$ cat config.mk
export PLATFORM = sky130hd
export DESIGN_NAME = ha1_task1_decoder
export DESIGN_NICKNAME = d
export VERILOG_FILES = /design/src/rtl/ha1_task1_decoder.sv
export SDC_FILE = /design/constraint.sdc
export NUM_CORES = 1
export LEC_CHECK = 0
export BUFFER_PORTS_ARGS = -buffer_cell sky130_fd_sc_hd__buf_2
export CAP_MARGIN = 20
export CORE_MARGIN = 1.5
export CORE_UTILIZATION = 48
export DETAILED_ROUTE_END_ITERATION = 10
export PLACE_DENSITY = 0.76
export SLEW_MARGIN = 10
export SYNTH_ARGS = -nofsm -noshare
export SYNTH_HDL_FRONTEND = slang
export SYNTH_SLANG_ARGS = --single-unit
$ cat constraint.sdc
create_clock -name clk -period 3.79 [get_ports clk]
set_input_delay 0.379 -clock clk [delete_from_list [all_inputs] [get_ports clk]]
set_output_delay 0.379 -clock clk [all_outputs]
set_load 0.02 [all_outputs]
$ cat src/rtl/ha1_task1_decoder.sv
// Registered 7-to-128 one-hot decoder, output split into four 32-bit banks X3..X0.
// Optional one-hot integrity checker enabled by defining DEC_ONEHOT_CHK_EN.
module ha1_task1_decoder (
  input  logic        clk,
  input  logic        rst,
  input  logic        en,
  input  logic [6:0]  A,
  output logic [31:0] X3,
  output logic [31:0] X2,
  output logic [31:0] X1,
  output logic [31:0] X0,
  output logic        valid,
  output logic        err
);

  logic [3:0]  bank_sel;
  logic [31:0] line_sel;
  logic [31:0] x3_next, x2_next, x1_next, x0_next;

  // Bank predecode of A[6:5] gates a shared 5-to-32 line decode of A[4:0]
  always_comb begin
    bank_sel = 4'b0001 << A[6:5];
    line_sel = 32'h0000_0001 << A[4:0];
    x3_next  = bank_sel[3] ? line_sel : 32'h0;
    x2_next  = bank_sel[2] ? line_sel : 32'h0;
    x1_next  = bank_sel[1] ? line_sel : 32'h0;
    x0_next  = bank_sel[0] ? line_sel : 32'h0;
  end

  always_ff @(posedge clk or posedge rst) begin
    if (rst) begin
      X3    <= 32'h0;
      X2    <= 32'h0;
      X1    <= 32'h0;
      X0    <= 32'h0;
      valid <= 1'b0;
    end else if (en) begin
      X3    <= x3_next;
      X2    <= x2_next;
      X1    <= x1_next;
      X0    <= x0_next;
      valid <= 1'b1;
    end
  end

`ifdef DEC_ONEHOT_CHK_EN
  logic [127:0] out_vec;
  logic         is_onehot;

  // Exactly one bit set: non-zero and clearing the lowest set bit leaves nothing
  always_comb begin
    out_vec   = {X3, X2, X1, X0};
    is_onehot = (out_vec != 128'h0) && ((out_vec & (out_vec - 128'h1)) == 128'h0);
  end

  always_ff @(posedge clk or posedge rst) begin
    if (rst)
      err <= 1'b0;
    else if (valid && !is_onehot)
      err <= 1'b1;
  end
`else
  assign err = 1'b0;
`endif

endmodule

==> results.txt <==
- The run finished with clean final reports.
- Wire length of the first global-routing pass: around 22 mm
* Hold wc startpoint: A[3]
* Highest attainable clock frequency: 535.5 MHz
* Max-Slew Margin vs Limit: between 40% and 50%
- Level count of the clock H-tree: 4
* Via count: roughly 4300
- Fill count: about 890
- DIE HEIGHT: 109.5 um
* Count of endpoints failing hold in the final timing report: 0
- Type of the worst min-delay path: in -> reg
* Root Driver: sky130_fd_sc_hd__clkbuf_16
* Footprint of the multi-input gates: ~1500 um2
- Number of violations of the max-capacitance limit: 0
- Standard cell core area: ~11000 um2
* Setup Slack @ Placement: roughly 1.5 ns
- Total Power: 3.239 mW
* End of the worst register-to-register path: valid
- Post-synthesis sequential area ratio: between 50% and 60%
* Mapped Area: roughly 5400 um2
- Antenna diode instance count: 0
- Starting utilization of the core area: about half
* Setup Crit Path Kind: in -> reg
- Area grow syn2layout: 24.46%
- Sink of the worst hold path: X2[13]
- At the pin with the least slew margin, the transition time is between 0.8 and 0.9 ns.
- The floorplan has 38 rows.
* Number of placed cells counting well taps: 734
- In this run the worst path has a maximum fanout of 68.
- Setup repair after global routing left no endpoint under its margin.
* Number of cells traversed by the worst register-to-register path: 1
* Max-slew violation count: 0
- FF+latch area: between 3000 and 4000 um2
* Power density relative to cell area: about 480 nW/um2
* Post-synthesis instance total: about 500
* Startpoint of the worst register-to-register path: valid
- Along the worst hold path, the cell count comes to 3.
- The count of nets left with antenna violations once routing finished came out at 0.
- Final cycle utilization of the critical path: about 50%
- Count of placed standard cells in the final layout, fillers left out: ~770
- Critical Path End Type: flip-flop
* I/O Buffers: about 140
- The number of nets handed over by synthesis was roughly 510.
- Detailed Routing Iterations Pass 1: 5
- After detailed routing, the average wire length per cell comes to around 18 um.
- CTS clk-pin slew, worst paths: about 0.05 ns
- Number of CTS-inserted buffers: 17
* Final critical-path setup slack: just under 2 ns
* Pin count of the biggest net entering global routing: 89
* Gr ovfl total: 0
* Later-pin clock latency in the skew report: 0.41 ns
- DRT iter0 DRCs: 307
* Syn avg cell area: approximately 11 um2
- The congestion estimate from routability-driven global placement came to 0.7694.
* Vias in the first global route: 4212
* Nets: roughly 630
- The tree built by TritonCTS fans out to between 100 and 150 sinks.
- Maximum root-to-sink buffer count: 2
- Ratio of cells with drive above 1 in the final layout: a little under a third
- CTS tree: yes
- Setup total negative slack on the finished layout was measured at 0 ns.
- Dividing the detail-routed via count by the number of cells gives approximately 5.5.
- In the global route stage, overall resource usage came out at between 20 and 25%.
- The number of antenna violations at the first check in global routing was 0.
- The synthesized design contains ~130 register bits.
- The smallest clock period supported by the final layout is computed as approximately 1.9 ns.
* Data required time at the worst endpoint: slightly above 4 ns
- Setup violations remaining at the end of the flow were counted as 0.
- Signal arrival time at the worst endpoint: roughly 2.2 ns
- After clock tree synthesis, the setup repair step added 0 buffers.
* Total Die Area: between 10000 and 15000 um2
* Leakage Power: 3.170 nW
- Number of distinct library cell variants in the gate-level netlist after synthesis: 25
- Ports: 140
* Overall routed net length: 13.80 mm
* Die Wd: 109.5 um
- Design area: ~6800 um2
- YS warnings: 0
* Setup slack of the worst register-to-register path: 3.04 ns
- STA classifies the critical path startpoint as a primary input.
- Detailed placement finished with a half-perimeter wire length of around 8.7 mm.
- Clock Skew: 0 ns
- Peak supply drop: 0.0002557 V
* Detailed-route DRC error count: 0
- Placed instance area: roughly 6100 um2
## worst max path at each step
stage          from     to  slack, ns  cells after the start
5_1_grt          en  X2[4]       1.81                      3
6_report         en  X2[4]       1.92                      3
2_1_floorplan   rst  X0[0]       1.82                      1
3_3_place_gp     en  X2[4]       1.57                      3
4_1_cts          en  X2[4]       1.92                      3
3_5_place_dp     en  X2[4]       1.53                      3
## critical path, stage by stage
cell	delay, ns
sky130_fd_sc_hd__buf_4	0.50
sky130_fd_sc_hd__or4b_1	0.89
sky130_fd_sc_hd__o32ai_2	0.38
## cell type report
| type | count | share of cell area, % |
|---|---|---|
| tap | 140 | 2.584 |
| clock buffer | 22 | 6.994 |
| clock inverter | 10 | 1.956 |
| inverter | 128 | 7.142 |
| sequential | 129 | 47.61 |
| multi-input combinational | 195 | 22.24 |
| timing repair buffer | 144 | 11.48 |
## synth_stat cells, drive strengths merged
cell type / instances / area, um2
nand4b: 20 / 187.7
o22ai: 112 / 763.2
nand2b: 5 / 31.28
buf: 31 / 173.9
or4bb: 1 / 11.26
nand2: 4 / 15.01
nand4bb: 19 / 214.0
dfrtp: 129 / 3228
nand4: 5 / 31.28
o32ai: 15 / 138.9
or4b: 7 / 70.07
inv: 128 / 480.5
o31ai: 1 / 7.510
conb: 1 / 3.750
or4: 2 / 15.01
clkbuf: 15 / 57.55
or2: 3 / 18.77
## cell usage in the layout, fill, tap and decap left out
| cell type | count |
|---|---|
| sky130_fd_sc_hd__buf_12 | 3 |
| sky130_fd_sc_hd__buf_2 | 137 |
| sky130_fd_sc_hd__buf_4 | 3 |
| sky130_fd_sc_hd__bufinv_16 | 3 |
| sky130_fd_sc_hd__clkbuf_1 | 2 |
| sky130_fd_sc_hd__clkbuf_16 | 17 |
| sky130_fd_sc_hd__clkbuf_8 | 3 |
| sky130_fd_sc_hd__clkinv_2 | 4 |
| sky130_fd_sc_hd__clkinvlp_4 | 4 |
| sky130_fd_sc_hd__conb_1 | 1 |
| sky130_fd_sc_hd__dfrtp_1 | 129 |
| sky130_fd_sc_hd__dlygate4sd3_1 | 1 |
| sky130_fd_sc_hd__inv_1 | 127 |
| sky130_fd_sc_hd__nand2_1 | 4 |
| sky130_fd_sc_hd__nand2b_1 | 5 |
| sky130_fd_sc_hd__nand4_1 | 5 |
| sky130_fd_sc_hd__nand4b_1 | 18 |
| sky130_fd_sc_hd__nand4b_2 | 2 |
| sky130_fd_sc_hd__nand4bb_1 | 19 |
| sky130_fd_sc_hd__o22ai_1 | 102 |
| sky130_fd_sc_hd__o22ai_2 | 10 |
| sky130_fd_sc_hd__o31ai_1 | 1 |
| sky130_fd_sc_hd__o32ai_1 | 14 |
| sky130_fd_sc_hd__o32ai_2 | 1 |
| sky130_fd_sc_hd__or2_2 | 3 |
| sky130_fd_sc_hd__or4_1 | 2 |
| sky130_fd_sc_hd__or4b_1 | 7 |
| sky130_fd_sc_hd__or4bb_1 | 1 |
## sequential cells by signal, indices dropped and copies added, names as in the netlist
signal and cells:
X3 32, X0 32, valid 1, X1 32
X2 32
## through the flow
| step | hold slack, ns | util [%] |
|---|---|---|
| 2_1_floorplan | 0.5916 | - |
| 3_3_place_gp | 0.4523 | 56.18 |
| 3_5_place_dp | 0.4459 | 56.18 |
| 4_1_cts | 0.2179 | 61.73 |
| 5_1_grt | 0.4764 | 62.00 |
| 6_report | 0.4526 | 62.00 |
## what timing repair did
item | in CTS | in global routing
hold buffers | 0 | 1
endpoints found under the hold margin | 0 | 10
resized for setup | 0 | 0
setup endpoints to repair | 0 | 0
## routing by layer
layer  track usage, %  vias up  share of wire, %
met3            8.121       10               7.0
met5                0        -                 0
met4            6.215        0              0.88
met1            31.92     2122                43
met2            37.89      145                49
li1                 -     1974                 -
## cell families after synthesis
group,synth area share (%)
DFF,59.26
and+or+nand+nor,10.91
other,0.06884
buffers and inverters,13.07
AOI/OAI and AO/OA,16.70
## report_power, final
part,switching (mW),total [mW],internal [mW],leakage (nW)
sequential,0.00583,1.39,1.39,1.79
clock,0.580,1.66,1.08,0.292
combinational,0.135,0.183,0.0487,1.08
total,0.721,3.24,2.52,3.17
Note: power is estimated with default switching activity, not from simulation.
